File: config.mk
export PLATFORM = sky130hd
export DESIGN_NAME = tl_multiway_ctrl
export DESIGN_NICKNAME = d
export VERILOG_FILES = /design/src/rtl/tl_multiway_ctrl.sv
export SDC_FILE = /design/constraint.sdc
export NUM_CORES = 1
export LEC_CHECK = 0
export ABC_AREA = 1
export CAP_MARGIN = 10
export CORE_MARGIN = 4
export CORE_UTILIZATION = 50
export DETAILED_ROUTE_END_ITERATION = 7
export GPL_ROUTABILITY_DRIVEN = 1
export PLACE_DENSITY = 0.76
export SLEW_MARGIN = 20
export SYNTH_ARGS = -nofsm -noshare
export SYNTH_HDL_FRONTEND = slang
export SYNTH_SLANG_ARGS = --single-unit
File: constraint.sdc
create_clock -name clk -period 2.2 [get_ports clk]
set_input_delay 0.44 -clock clk [delete_from_list [all_inputs] [get_ports clk]]
set_output_delay 0.44 -clock clk [all_outputs]
set_load 0.01 [all_outputs]
File: src/rtl/tl_multiway_ctrl.sv
// N-way actuated intersection controller: min/max green with gap-out, round-robin
// service of latched requests, all-red clearance and emergency preemption.
module tl_multiway_ctrl #(
    parameter int N_WAYS    = 4,
    parameter int MAIN_WAY  = 0,
    parameter int TMR_W     = 4,
    parameter int GREEN_MIN = 4,
    parameter int GREEN_MAX = 10,
    parameter int YELLOW_T  = 2,
    parameter int ALLRED_T  = 1,
    localparam int WAY_W    = $clog2(N_WAYS)
) (
    input  logic                  clk,
    input  logic                  reset_n,
    input  logic [N_WAYS-1:0]     car_sensor,
    input  logic                  emgcy_sensor,
    input  logic [WAY_W-1:0]      emgcy_way,
    output logic [3*N_WAYS-1:0]   lights,
    output logic [WAY_W-1:0]      green_way,
    output logic                  green_valid,
    output logic                  emgcy_active,
    output logic [N_WAYS-1:0]     req_pending
);

    typedef enum logic [1:0] {
        ST_OFF     = 2'd0,
        ST_GREEN   = 2'd1,
        ST_YELLOW  = 2'd2,
        ST_ALL_RED = 2'd3
    } state_t;

    localparam logic [2:0] LAMP_OFF    = 3'd0;
    localparam logic [2:0] LAMP_RED    = 3'd1;
    localparam logic [2:0] LAMP_YELLOW = 3'd2;
    localparam logic [2:0] LAMP_GREEN  = 3'd3;

    localparam logic [TMR_W-1:0] GMIN_LAST = TMR_W'(GREEN_MIN - 1);
    localparam logic [TMR_W-1:0] GMAX_LAST = TMR_W'(GREEN_MAX - 1);
    localparam logic [TMR_W-1:0] YEL_LAST  = TMR_W'(YELLOW_T - 1);
    localparam logic [TMR_W-1:0] RED_LAST  = TMR_W'(ALLRED_T - 1);
    localparam logic [TMR_W-1:0] TMR_SAT   = {TMR_W{1'b1}};
    localparam logic [WAY_W-1:0] MAIN_IDX  = WAY_W'(MAIN_WAY);

    generate
        if (N_WAYS < 2 || N_WAYS > 8 || MAIN_WAY < 0 || MAIN_WAY >= N_WAYS ||
            TMR_W < 1 || TMR_W > 30 || GREEN_MIN < 1 || GREEN_MAX < GREEN_MIN ||
            GREEN_MAX > 2**TMR_W - 1 || YELLOW_T < 1 || YELLOW_T >= 2**TMR_W ||
            ALLRED_T < 1 || ALLRED_T >= 2**TMR_W) begin : g_bad_params
            $error("tl_multiway_ctrl: illegal parameter combination");
        end
    endgenerate

    state_t                state_reg, state_next;
    logic [TMR_W-1:0]      timer_reg, timer_next;
    logic [WAY_W-1:0]      way_reg, way_next;
    logic [N_WAYS-1:0]     req_reg, req_next;
    logic                  emgcy_reg;
    logic [3*N_WAYS-1:0]   lights_reg, lights_next;
    logic                  green_valid_reg;

    logic [N_WAYS-1:0]     way_onehot, grant_onehot;
    logic [WAY_W-1:0]      emgcy_tgt, rr_way;
    logic                  demand, green_exit, grant;

    always_comb begin
        way_onehot = '0;
        way_onehot[way_reg] = 1'b1;
    end

    assign emgcy_tgt = (int'(emgcy_way) >= N_WAYS) ? MAIN_IDX : emgcy_way;
    assign demand    = (|(req_reg & ~way_onehot)) || (way_reg != MAIN_IDX);

    // Scan farthest-first so the nearest requester after the current way wins.
    always_comb begin
        logic [WAY_W-1:0] cand;
        cand   = '0;
        rr_way = MAIN_IDX;
        for (int k = N_WAYS; k >= 1; k--) begin
            cand = WAY_W'((int'(way_reg) + k) % N_WAYS);
            if (req_reg[cand]) rr_way = cand;
        end
    end

    always_comb begin
        if (emgcy_reg)
            green_exit = (emgcy_tgt != way_reg);
        else
            green_exit = demand && (timer_reg >= GMIN_LAST) &&
                         (!car_sensor[way_reg] || (timer_reg >= GMAX_LAST));
    end

    always_comb begin
        state_next = state_reg;
        way_next   = way_reg;
        grant      = 1'b0;
        case (state_reg)
            ST_OFF:     state_next = ST_ALL_RED;
            ST_GREEN:   if (green_exit) state_next = ST_YELLOW;
            ST_YELLOW:  if (timer_reg == YEL_LAST) state_next = ST_ALL_RED;
            ST_ALL_RED: begin
                if (timer_reg == RED_LAST) begin
                    state_next = ST_GREEN;
                    grant      = 1'b1;
                    way_next   = emgcy_reg ? emgcy_tgt : rr_way;
                end
            end
        endcase

        if ((state_next != state_reg) || (state_reg == ST_OFF))
            timer_next = '0;
        else if (timer_reg == TMR_SAT)
            timer_next = timer_reg;
        else
            timer_next = timer_reg + 1'b1;

        grant_onehot = '0;
        if (grant) grant_onehot[way_next] = 1'b1;
    end

    // Per-way request latch and lamp decode; clearing on grant beats a new set.
    genvar gi;
    generate
        for (gi = 0; gi < N_WAYS; gi++) begin : g_way
            logic is_served;
            assign is_served = (way_next == WAY_W'(gi));
            assign req_next[gi] = (req_reg[gi] |
                                   (car_sensor[gi] & !((state_reg == ST_GREEN) && way_onehot[gi])))
                                  & !grant_onehot[gi];
            assign lights_next[3*gi +: 3] =
                (state_next == ST_OFF)                     ? LAMP_OFF   :
                ((state_next == ST_ALL_RED) || !is_served) ? LAMP_RED   :
                (state_next == ST_GREEN)                   ? LAMP_GREEN : LAMP_YELLOW;
        end
    endgenerate

    always_ff @(posedge clk or negedge reset_n) begin
        if (!reset_n) begin
            state_reg       <= ST_OFF;
            timer_reg       <= '0;
            way_reg         <= MAIN_IDX;
            req_reg         <= '0;
            emgcy_reg       <= 1'b0;
            lights_reg      <= '0;
            green_valid_reg <= 1'b0;
        end else begin
            state_reg       <= state_next;
            timer_reg       <= timer_next;
            way_reg         <= way_next;
            req_reg         <= req_next;
            emgcy_reg       <= emgcy_sensor;
            lights_reg      <= lights_next;
            green_valid_reg <= (state_next == ST_GREEN);
        end
    end

    assign lights       = lights_reg;
    assign green_way    = way_reg;
    assign green_valid  = green_valid_reg;
    assign emgcy_active = emgcy_reg;
    assign req_pending  = req_reg;

endmodule

Word level (Yosys, flattened, before mapping)
Cells that the tools add are included.

storage, ports and cells
  register bits = 25
  output and inout bits = 20

cells by class
  add/sub/neg operators = 5
  magnitude comparators = 10
  equality and inequality tests = 13
  multiplexer cells = 40
  bitwise operators = 14
  reduce and logical (&&, ||, !) cells = 34

operators by type and width
  operator             number
  $mux 2               12
  $lt 2x3->1 const B   6
  $mux 3               6
  $logic_not 1->1      13
  $mux 4               3
  $mux 1               11
  $bmux 1 s2           5
  $eq 2x2->1 const B   5
  $and 1x1->1          8
  $logic_and 1x1->1    8
  $pmux 2 s4           1
  $logic_or 1x1->1     7
  $eq 2x1->1 const B   3
  $logic_not 2->1      3
  $add 2x1->2 const B  2
  $add 2x2->2 const B  2
  $add 4x1->4 const B  1
  $and 4x4->4          1
  $demux 1 s2          2
  $eq 4x1->1 const B   1
  $eq 4x4->1 const B   1
  $ge 2x1->1 const B   2
  $ge 4x2->1 const B   1
  $ge 4x4->1 const B   1
  other kinds (7)      11

Longest topological paths before layout
  depth in word-level cells = 17
  mapped depth = 14

Worst setup path before layout
No wires, ideal clock.

  path type = register -> register
  start point = reg way_reg[0] (netlist: green_way[0])
  end point = reg lights_reg[0] (netlist: lights[0])
  setup time = 0.119 ns
  arrival time = 1.731 ns
  data required time = 2.081 ns
  path slack = 0.349 ns
  cell stages (with the launch flop) = 13
  buffers on the path = 0
  cell sequence = dfrtp_1 inv_2 ha_1 inv_1 nand3_1 nand2_1 inv_1 nand2_1 nand2_1 a21oi_2 nand3_1 nor2_2 nand2_1

on the way
  word-level cells in the longest chain between the ends = 17
  elaborated cells on any way between the ends = 48
  classes of those cells = add/sub (4); order compare (2); eq/ne (3); mux (25); bitwise (2); reduce/logical (12)

ends and longest elaborated chain
  what                                                            line      RTL
  from (decl)                                                     55        logic [WAY_W-1:0] way_reg, way_next;
  from (signal assigned)                                          148       way_reg <= way_next;
  $lt 2x3->1 (implied by the code) or $ge 2x1->1 (tied branches)  67        way_onehot[way_reg] = 1'b1;
  $logic_and 1x1->1 (implied by the code)                         67
  $mux 1 (implied by the code)                                    67
  $demux 1 s2                                                     67
  $not 4->4                                                       71        assign demand = (|(req_reg & ~way_onehot)) || (way_reg != MAIN_IDX);
  $and 4x4->4                                                     71
  $reduce_or 4->1                                                 71
  $logic_or 1x1->1                                                71
  $logic_and 1x1->1 (2 in a row)                                  88        green_exit = demand && (timer_reg >= GMIN_LAST) &&
  $mux 1                                                          85        if (emgcy_reg)
  $mux 2                                                          98        ST_GREEN: if (green_exit) state_next = ST_YELLOW;
  $pmux 2 s4                                                      96        case (state_reg)
  $eq 2x1->1 or $eq 2x2->1 (tied branches)                        132, 131
  $mux 1 or $logic_or 1x1->1 (tied branches)                      132, 131
  $mux 3                                                          131       ((state_next == ST_ALL_RED) || !is_served) ? LAMP_RED :
  $mux 3 *                                                        130       (state_next == ST_OFF) ? LAMP_OFF :
  named net lights_next[0]                                        58        logic [3*N_WAYS-1:0] lights_reg, lights_next;
  to (signal assigned)                                            151       lights_reg <= lights_next;
  to (decl)                                                       58

Mark *: on every way through the listed nets, which the timed path passes. The rest lies on a longest branch. The select of a mux whose other input is x is not followed.
A chain may end at the register's enable or synchronous reset.

Worst setup path after layout
  start point = reg way_reg[0] (netlist: green_way[0])
  end point = reg req_reg[0] (netlist: req_pending[0])

on the way
  word-level cells in the longest chain between the ends = 17
  elaborated cells on any way between the ends = 36
  classes of those cells = add/sub (4); order compare (4); mux (20); bitwise (3); reduce/logical (5)

ends and longest elaborated chain
  what                                                            line  RTL
  $add 2x1->2                                                     79    cand = WAY_W'((int'(way_reg) + k) % N_WAYS);
  $bmux 1 s2                                                      80    if (req_reg[cand]) rr_way = cand;
  $mux 1 (implied by the code)                                    80
  $mux 2 (4 in a row)                                             80
  $mux 2                                                          104   way_next = emgcy_reg ? emgcy_tgt : rr_way;
  $mux 2                                                          101   if (timer_reg == RED_LAST) begin
  $mux 2                                                          96
  $lt 2x3->1 (implied by the code) or $ge 2x1->1 (tied branches)  117   if (grant) grant_onehot[way_next] = 1'b1;
  $logic_and 1x1->1 (implied by the code)                         117
  $mux 1 (implied by the code)                                    117
  $demux 1 s2                                                     117
  $mux 4                                                          117
  $logic_not 1->1                                                 128   & !grant_onehot[gi];
  $and 1x1->1 *                                                   128
  named net req_next[0]                                           56    logic [N_WAYS-1:0] req_reg, req_next;
  to (signal assigned)                                            149   req_reg <= req_next;
  to (decl)                                                       56

Marked as above.

==> metrics <==
Ant. Diodes 0; CP Buf/Inv Count 3; Worst Tran Pin Value slightly above 500 ps; antenna violations before repair 0; Slew Viols, Final 0; flops & latches, synth 22; final setup fails 0; vias per cell between 5 and 6; nets@finish between 200 and 250; Post-CTS Setup Bufs 0; root buffer cell clkbuf_4; most frequent cells in the layout 50 x nand2_1, 24 x inv_1, 24 x clkdlybuf4s50_1; Final Wtd Congestion about 0.82; initial drt markers 94; Crit Path Max Fanout 10; CP top delay family simple AND/OR/NAND/NOR gates; fraction of layout cells with a size suffix above 1 ~16%; fill cell total of the finished layout ~210; Setup WS pre-CTS around 240 ps; CP Class reg -> reg; GRT Util Overall approximately 19%; reg-to-reg slack, setup 210 ps; Vias between 1000 and 1500; R2R depth 12; Sink Count 22; Reg-to-Reg Start green_way[0]$_DFF_PN0_; Reg2Reg Capture Point req_pending[0]$_DFF_PN0_; commonest non-fill, non-tap cell in the layout nand2_1; crit end category register; TNS Setup 0 ps; syn avg cell area roughly 7.8 um2; Die Height 60.8 um; I/O Buffers 24; Final Critical Period approximately 2000 ps; fin crit share approximately 90%; hold buffer count at cts 0; max reg flops 8; WL/cell between 10 and 15 um; number of instances resized during post-cts repair 0; CTS tree built; global route overflow 0; cell row count 18; Largest stage delay, worst path between 400 and 500 ps; Worst-Skew Late Latency between 300 and 400 ps; setup ws final ~210 ps; first-pass GRT wire length 5.27 mm; CTS Buf Count 3; Area Growth Syn to Fin 21.5%; FMAX slightly above 0.5 GHz; post-synthesis cell area roughly 1400 um2; largest net degree at the start of global routing 23; Worst EP required 2410 ps; critical-path cell list inv_2 -> ha_1 -> inv_1 -> nand3_1 -> nand2_1 -> inv_1 -> nand2_1 -> nand2_1 -> a21oi_2 -> nand3_1 -> nor2_1 -> nor2_1; worst endpoint data arrival time 2200 ps; Leak 0.838 nW; Hold WS roughly 460 ps; Ports 29; Max VDD drop 914 uV; die extent in x a little over 60 um; Syn. warnings 0; htree depth 1; CP startpoint kind register; CTS Buffer Depth 2; max_slew headroom 65.8%; CP max stage cell dfrtp_1; synthesized instance count around 180; CP Depth 12; Final Util between 60% and 70%; post-detail-place hpwl between 2 and 2.5 mm; DRT Wirelength just over 3 mm; clk_skew 1.63 ps; RSZ-0062 raised after global routing no; Worst-path clk slew 110 ps; DRC violation count after routing 0; DR pass1 iterations 4; CP dominant cell by count nand2_1; Yosys cell types 28; pwr/cell area about 1500 nW/um2; worst hold path type in -> async; Final Hold Vio Count 0; max_cap viols 0; die area approximately 3700 um2; Final Power about 2.6 mW; vias in the first global route about 1200; Final ANT Viol Nets 0; Seq/Total Area, Yosys between 30% and 40%; outcome finished clean; CORE AREA approximately 2600 um2; starting density of the core between 50% and 60%
[worst register-to-register path: cells and delay by family, from the launching register on]
family,cells,cell delay [ps]
buf+inv,3,300
compound gates,1,190
flops,1,410
fa+ha+maj,1,310
simple gates,7,680
[metal layers]
layer / GRT usage [%] / wire (um) / up-vias
met5: 0 / 0 / -
met4: 5.57 / 44 / 0
met3: 4.89 / 194 / 5
met2: 33.9 / 1500 / 37
met1: 23.0 / 1370 / 554
li1: - / - / 606
[cell families (layout without fill, tap and decap cells)]
family / after synthesis / in the layout / share of synthesized area (%)
fa+ha+maj: 7 / 7 / 6.28
simple gates: 94 / 94 / 32.4
buf+inv: 33 / 59 / 10.5
xor+xnor: 3 / 3 / 1.89
compound gates: 19 / 19 / 9.16
flops: 22 / 22 / 39.5
other cells: 1 / 4 / 0.269
[worst max path at each step]
stage                                to  slack (ps)                    from
2_1_floorplan       lights[0]$_DFF_PN0_         350  green_way[0]$_DFF_PN0_
3_3_place_gp        lights[9]$_DFF_PN0_         280           car_sensor[0]
3_5_place_dp        lights[3]$_DFF_PN0_         240           car_sensor[0]
4_1_cts        req_pending[0]$_DFF_PN0_         240  green_way[0]$_DFF_PN0_
5_1_grt        req_pending[0]$_DFF_PN0_          70  green_way[0]$_DFF_PN0_
6_report       req_pending[0]$_DFF_PN0_         210  green_way[0]$_DFF_PN0_
[power breakdown]
group | total [mW] | switching (mW) | internal [mW]
Sequential | 0.653 | 0.102 | 0.552
Combinational | 1.73 | 1.06 | 0.665
Clock | 0.181 | 0.117 | 0.0640
Total | 2.56 | 1.28 | 1.28
[layout make-up]
| class | count | area (um2) | area share (%) |
|---|---|---|---|
| Multi-Input combinational cell | 127 | 708 | 41.8 |
| Sequential cell | 22 | 551 | 32.5 |
| Timing Repair Buffer | 28 | 270 | 16.0 |
| Inverter | 28 | 105 | 6.20 |
| Tap cell | 30 | 37.5 | 2.22 |
| Clock buffer | 3 | 22.5 | 1.33 |
[synth_stat cells, drive strengths merged]
cell,number,share of area [%]
buf,5,3.0
inv,28,7.5
xnor2,1,0.63
nor2,18,6.6
ha,7,6.3
o211ai,1,0.54
o22ai,1,0.45
conb,1,0.27
xor2,2,1.3
a21oi,9,4.0
o31ai,1,0.54
nand3,15,6.6
dfrtp,22,39
o21ai,7,3.6
nand4,3,1.3
nand2,58,18
[per-stage QoR]
stage / std cells / area, um2
2_1_floorplan: 182 / 1410
3_3_place_gp: 235 / 1670
3_5_place_dp: 235 / 1670
4_1_cts: 238 / 1690
5_1_grt: 238 / 1690
6_report: 238 / 1690
Note: power is estimated with default switching activity, not from simulation.
